**src/rtl/skew_feeder.sv**
```systemverilog
// Input skew stage for a LANES x LANES systolic array: lane k is delayed k (or LANES-1-k) cycles.
// Optional build macro SKEW_ZERO_FILL_EN forces bubble/invalid stage data to zero.

module skew_line #(
  parameter int DEPTH      = 1,
  parameter int DATA_WIDTH = 16
) (
  input  logic                  clk,
  input  logic                  rst,
  input  logic                  adv,
  input  logic                  in_vld,
  input  logic [DATA_WIDTH-1:0] in_dat,
  input  logic                  in_lst,
  output logic                  out_vld,
  output logic [DATA_WIDTH-1:0] out_dat,
  output logic                  out_lst
);
  logic [DEPTH-1:0]                 vld_pipe;
  logic [DEPTH-1:0]                 lst_pipe;
  logic [DEPTH-1:0][DATA_WIDTH-1:0] dat_pipe;

  always_ff @(posedge clk or posedge rst) begin
    if (rst) begin
      vld_pipe <= '0;
      lst_pipe <= '0;
      dat_pipe <= '0;
    end else if (adv) begin
      vld_pipe[0] <= in_vld;
      lst_pipe[0] <= in_lst;
      dat_pipe[0] <= in_dat;
      for (int i = 1; i < DEPTH; i++) begin
        vld_pipe[i] <= vld_pipe[i-1];
        lst_pipe[i] <= lst_pipe[i-1];
        dat_pipe[i] <= dat_pipe[i-1];
      end
    end
  end

  assign out_vld = vld_pipe[DEPTH-1];
  assign out_lst = lst_pipe[DEPTH-1];
  assign out_dat = dat_pipe[DEPTH-1];
endmodule

module skew_feeder #(
  parameter int LANES      = 8,
  parameter int DATA_WIDTH = 16
) (
  input  logic                        clk,
  input  logic                        rst,
  input  logic                        dir,
  input  logic                        in_valid,
  output logic                        in_ready,
  input  logic [LANES*DATA_WIDTH-1:0] in_data,
  input  logic                        in_last,
  input  logic                        out_ready,
  output logic                        out_valid,
  output logic [LANES*DATA_WIDTH-1:0] out_data,
  output logic [LANES-1:0]            out_lane_valid,
  output logic                        out_last
);
  localparam int CW = $clog2(LANES);
  localparam logic [1:0] IDLE   = 2'd0;
  localparam logic [1:0] STREAM = 2'd1;
  localparam logic [1:0] DRAIN  = 2'd2;

  logic [1:0]    state;
  logic          dir_q;
  logic [CW-1:0] drain_cnt;
  logic          accept;
  logic          dir_eff;

  logic [LANES-1:0][DATA_WIDTH-1:0] in_lane, ent_dat, phys_dat, out_lane;
  logic [LANES-1:0]                 phys_vld, phys_lst, ent_lst;

  assign in_ready = out_ready && !rst && (state != DRAIN);
  assign accept   = in_valid && in_ready;
  // The first beat of a frame must already be routed with the incoming dir.
  assign dir_eff  = (state == IDLE) ? dir : dir_q;
  assign in_lane  = in_data;

  always_ff @(posedge clk or posedge rst) begin
    if (rst) begin
      state     <= IDLE;
      dir_q     <= 1'b0;
      drain_cnt <= '0;
    end else if (out_ready) begin
      case (state)
        IDLE: if (accept) begin
          dir_q <= dir;
          if (in_last) begin
            state     <= DRAIN;
            drain_cnt <= CW'(LANES-1);
          end else begin
            state <= STREAM;
          end
        end
        STREAM: if (accept && in_last) begin
          state     <= DRAIN;
          drain_cnt <= CW'(LANES-1);
        end
        DRAIN: begin
          drain_cnt <= drain_cnt - CW'(1);
          if (drain_cnt == CW'(1)) state <= IDLE;
        end
        default: state <= IDLE;
      endcase
    end
  end

  // Physical line j is always j+1 deep; reverse mode swaps which lane feeds it
  // and which output lane reads it, so the deepest line always carries last.
  for (genvar j = 0; j < LANES; j++) begin : g_line
    localparam int R = LANES - 1 - j;
    logic [DATA_WIDTH-1:0] src;

    assign src = dir_eff ? in_lane[R] : in_lane[j];
`ifdef SKEW_ZERO_FILL_EN
    assign ent_dat[j] = accept ? src : '0;
`else
    assign ent_dat[j] = src;
`endif
    if (j == LANES - 1) begin : g_top
      assign ent_lst[j] = accept && in_last;
    end else begin : g_low
      assign ent_lst[j] = 1'b0;
    end

    skew_line #(.DEPTH(j + 1), .DATA_WIDTH(DATA_WIDTH)) u_line (
      .clk     (clk),
      .rst     (rst),
      .adv     (out_ready),
      .in_vld  (accept),
      .in_dat  (ent_dat[j]),
      .in_lst  (ent_lst[j]),
      .out_vld (phys_vld[j]),
      .out_dat (phys_dat[j]),
      .out_lst (phys_lst[j])
    );

    assign out_lane[j]       = dir_q ? phys_dat[R] : phys_dat[j];
    assign out_lane_valid[j] = dir_q ? phys_vld[R] : phys_vld[j];
  end

  assign out_data  = out_lane;
  assign out_valid = |out_lane_valid;
  // Only the deepest line can ever hold a set last bit.
  assign out_last  = |phys_lst;
endmodule

```
**config.mk**
```make
export PLATFORM = sky130hd
export DESIGN_NAME = skew_feeder
export DESIGN_NICKNAME = d
export VERILOG_FILES = /design/src/rtl/skew_feeder.sv
export SDC_FILE = /design/constraint.sdc
export NUM_CORES = 1
export LEC_CHECK = 0
export BUFFER_PORTS_ARGS = -buffer_cell sky130_fd_sc_hd__clkbuf_2
export CORE_AREA = 2 2 223 225
export DETAILED_ROUTE_END_ITERATION = 6
export DIE_AREA = 0 0 225 227
export PLACE_DENSITY = 0.75
export SLEW_MARGIN = 40
export SYNTH_ARGS = -nofsm -noshare
export SYNTH_HDL_FRONTEND = slang
export SYNTH_SLANG_ARGS = --single-unit
```
**constraint.sdc**
```tcl
create_clock -name clk -period 17.6 [get_ports clk]
set_clock_uncertainty 0.15 [all_clocks]
set_input_delay 0 -clock clk [delete_from_list [all_inputs] [get_ports clk]]
set_output_delay 0 -clock clk [all_outputs]
set_load 0.1 [all_outputs]
```
* Word-level counts from Yosys, hierarchy flattened *
Cells that the tools add are included.

word-level totals
  word-level logic and storage cells = 102
  flip-flop bits (word level) = 626
  input port bits = 134
  output and inout bits = 139

cells by class
  eq/ne operators = 8
  add/subtract/negate cells = 1
  reduce and logical (&&, ||, !) cells = 11
  mux-type cells = 34

operator list
  cell                                                                     number
  16-bit two-way mux                                                       16
  1-bit two-way mux                                                        9
  3-bit two-way mux                                                        3
  3-bit one-hot mux with 3 select lines                                    1
  2-bit two-way mux                                                        4
  2-bit inequality test, second input constant                             4
  8-bit OR reduction                                                       1
  2-bit one-hot mux with 3 select lines                                    1
  5-bit AND reduction                                                      1
  1-bit logical AND                                                        4
  4-bit AND reduction                                                      1
  3-bit by 1-bit == test with 1-bit output, second input constant          1
  3-bit AND reduction                                                      1
  3-bit nonzero test                                                       1
  3-bit by 1-bit subtractor with 3-bit output, second input constant       1
  2-bit by 1-bit == test with 1-bit output, second input constant          1
  2-bit == test, second input constant                                     1
  2-bit zero test                                                          1
  2-bit by 1-bit inequality test with 1-bit output, second input constant  1
  1-bit zero test                                                          1

* Depth between registers and ports, before layout *
  depth after elaboration = 7
  depth in mapped cells = 6
  gate-level depth less buffers = 5

* Hierarchy *
A second synthesis with hierarchy kept.

second synthesis, totals
  cells, all modules = 1,829
  area total of the unflattened synthesis = 30,311.6 µm²

by module, submodules not included
  module                         cells each  seq. area each (µm²)  area each (µm²)  instances
  skew_line at g_line[7].u_line  321         3,603.5               5,704.2          1
  skew_line at g_line[6].u_line  283         3,153.0               4,953.5          1
  skew_line at g_line[5].u_line  245         2,702.6               4,202.8          1
  skew_line at g_line[4].u_line  207         2,252.2               3,918.8          1
  skew_feeder                    341         150.1                 3,659.8          1
  skew_line at g_line[3].u_line  169         1,801.7               3,150.5          1
  skew_line at g_line[2].u_line  131         1,351.3               2,382.3          1
  skew_line at g_line[1].u_line  93          900.9                 1,614.0          1
  skew_line at g_line[0].u_line  39          450.4                 725.7            1

* Least setup slack after synthesis *
No wires, ideal clock.

  kind = register -> output
  start = reg dir_q
  end = out out_lane_valid[0]
  path slack = 14,579 ps
  cell stages (with the launch flop) = 4
  data required time = 17,450 ps
  arrival time = 2,871 ps
  path through = dfrtp_1 > buf_2 > buf_2 > o21ai_0

between the ends
  longest elaborated chain between the ends = 1

RTL lines
  what                      RTL line  text
  start: declaration        67        logic dir_q;
  start signal: assignment  89        dir_q <= dir;
  1-bit two-way mux         141       assign out_lane_valid[j] = dir_q ? phys_vld[R] : phys_vld[j];
  end: declaration          58        output logic [LANES-1:0] out_lane_valid,

Every way passes these cells.

==> impl_results.md <==
- Status: finished with violations
- Failing checks: negative hold slack
- Max transition margin: 44.5%
- # nets final: 2454
- Starting density of the core: 52.7%
- Total GRT Usage: 21.5%
- First-pass GRT wire length: 89000 um
- Multi-input logic area: 9740 sq um
- Worst min path class: primary input to asynchronous set/reset pin
- Gpl congestion: 0.872
- Setup CP Type: primary input to flop
- Max Freq: 258 MHz
- Post-synth top area cell: dfrtp_1
- Slew Viols, Final: 0
- Grt ovf: 0
- I/O Buffers: 272
- Num CTS Buffers: 59
- Yosys warning total: 0
- Cell variety after synth: 34
- Main area contributors after synthesis: dfrtp_1 58%, mux2_2 26%, a31oi_1 3.2%
- Antenna Nets Post-Route: 0
- Htree depth: 2
- Hold Slack: -0.0105 ns
- Commonest non-fill, non-tap cell in the layout: mux2_2
- CP arrival: 4.29 ns
- Die Ht: around 230 um
- Top-area cell type share of the netlist area: between 50 and 60%
- Layout cell share with drive strength beyond 1: 43.8%
- Clock slew at reported path FFs: 0.07 ns
- Avg Cell Area, Syn: 13.4 sq um
- Worst skew pair latency: 0.61 ns
- Die ar.: 51100 sq um
- Ports: ~270
- Vias: 17000
- Num rows: 81
- Final routed DRC violation total: 0
- Least-Margin Pin Slew: 0.832 ns
- Synth Instances: between 1500 and 2000
- Drt total wl: 55100 um
- Largest net degree at the start of global routing: 127
- Crit share post-route: 22.1%
- Mapped Area: 25600 sq um
- Setup violators final: 0
- Average wire per standard cell: 18.4 um
- CTS tree: built
- Layout Area Growth over Synthesis: 22.7%
- CP endpoint kind: flop
- CP Launch Type: primary input
- Maxcap violations: 0
- Reg area: 15000 sq um
- DRT iter0 DRCs: 1402
- CTS Sinks: 598
- RSZ-0062 raised after global routing: no
- Data required, critical path: between 15 and 20 ns
- Post-synthesis sequential area ratio: ~60%
- Clock buffer depth: 3
- Worst Path Max Fanout: between 100 and 150
- Die width: about 230 um
- Minimum clock period: 3.88 ns
- TritonRoute pass-1 iters: 6
- Final HPWL DP: 31900 um
- Final total negative setup slack: 0 ns
- Placeable Area: 48500 sq um
- Vias in the first global route: 17400
- Via density: 5.66
- Most frequent cells in the layout: 598 x mux2_2, 597 x dfrtp_1, 271 x clkbuf_2, 211 x dlygate4sd3_1
- Final Hold Viols: 24
- Worst reg-to-reg setup slack: 14.10 ns
- Layout fillers: 3417
- Post-synthesis register bit count: 598
- Root buffer cell: clkbuf_16
- Initial antenna violation count: 13
- Syn Nets: between 2000 and 2500
-- what timing repair did --
action                    in CTS  in global routing
buffers inserted               0                  0
hold buffers                 211                  0
hold endpoints to repair     329                  0
gates resized for setup        0                  0
-- synth_stat cells (all sizes together) --
master,n
dfrtp,598
clkbuf,52
nor2,129
a21o,2
o21ai,134
buf,102
mux2,598
inv,7
nand3,128
nor4,3
nand3b,2
a32oi,1
nor4bb,1
and2,1
and3b,1
nor3,2
o21a,1
nand2,3
and2b,1
ha,2
nor3b,1
a21oi,1
a22o,1
o22ai,1
a31oi,129
o31ai,1
or3b,1
-- sequential cells by signal, indices dropped and copies added (netlist names) --
name,count
drain_cnt,3
g_line.u_line.dat_pipe,448
dir_q,1
state,2
g_line.u_line.out_dat,128
g_line.u_line.vld_pipe,8
g_line.u_line.lst_pipe,8
-- layout make-up --
type / instances / area share, %
sequential: 598 / 47.7
multi-input combinational: 1144 / 31.0
timing repair buffer: 508 / 12.1
clock inverter: 24 / 1.04
antenna: 11 / 0.0877
inverter: 7 / 0.124
tap: 622 / 2.48
clock buffer: 82 / 5.49
-- metal layers --
metal / track usage, % / share of wire, % / vias to the layer above
li1: - / - / 7714
met1: 29.7 / 44 / 8563
met2: 34.2 / 48 / 542
met3: 4.32 / 5.6 / 126
met4: 7.71 / 2.7 / 6
met5: 0 / 0.062 / -
-- per-stage QoR --
step / utilization [%] / instance area [sq um] / hold WS, ns / instances / setup WS [ns]
CTS: 64.5 / 31300 / 0.0221 / 2983 / 13.74
finish: 64.7 / 31400 / -0.0105 / 2996 / 13.72
global route: 64.7 / 31400 / 0.0302 / 2994 / 13.44
global placement: 55.7 / 27000 / 0.104 / 2663 / 13.82
detailed placement: 55.9 / 27100 / 0.112 / 2666 / 14.03
floorplan: - / 25600 / -0.0216 / 1903 / 0.712
-- worst paths after layout --
check / start / end / depth (start not counted)
worst max-delay path: out_ready / g_line[4].u_line.dat_pipe[4]$_DFFE_PP0P_ / 9
worst min-delay path: rst / g_line[6].u_line.dat_pipe[21]$_DFFE_PP0P_ / 3
worst max register to register: state[1]$_DFFE_PP0P_ / g_line[0].u_line.out_dat[3]$_DFFE_PP0P_ / 7
worst min register to register: g_line[7].u_line.dat_pipe[61]$_DFFE_PP0P_ / g_line[7].u_line.dat_pipe[77]$_DFFE_PP0P_ / 1
max in group asynchronous: rst / g_line[4].u_line.dat_pipe[23]$_DFFE_PP0P_ / 5
min in group clk: in_data[71] / g_line[4].u_line.dat_pipe[7]$_DFFE_PP0P_ / 4
-- cell families after synthesis --
family          count (synthesis)  synth area share, %
compound gates                271                 6.00
mux                           598                 26.3
simple gates                  273                 5.56
flops                         598                 58.5
fa+ha+maj                       2               0.0978
buf+inv                       161                 3.54
-- worst max-delay path, stage by stage --
cell and delay [ns]:
dlygate4sd3_1 0.56, buf_8 0.59, buf_6 0.66, buf_4 0.76, buf_4 0.41, buf_12 0.29, nor2_1 0.11, a31oi_1 0.19
dlygate4sd3_1 0.57
Power is left out: the tool's default activity adds up to more than one toggle a clock period on the data nets, which glitch-free logic cannot reach.
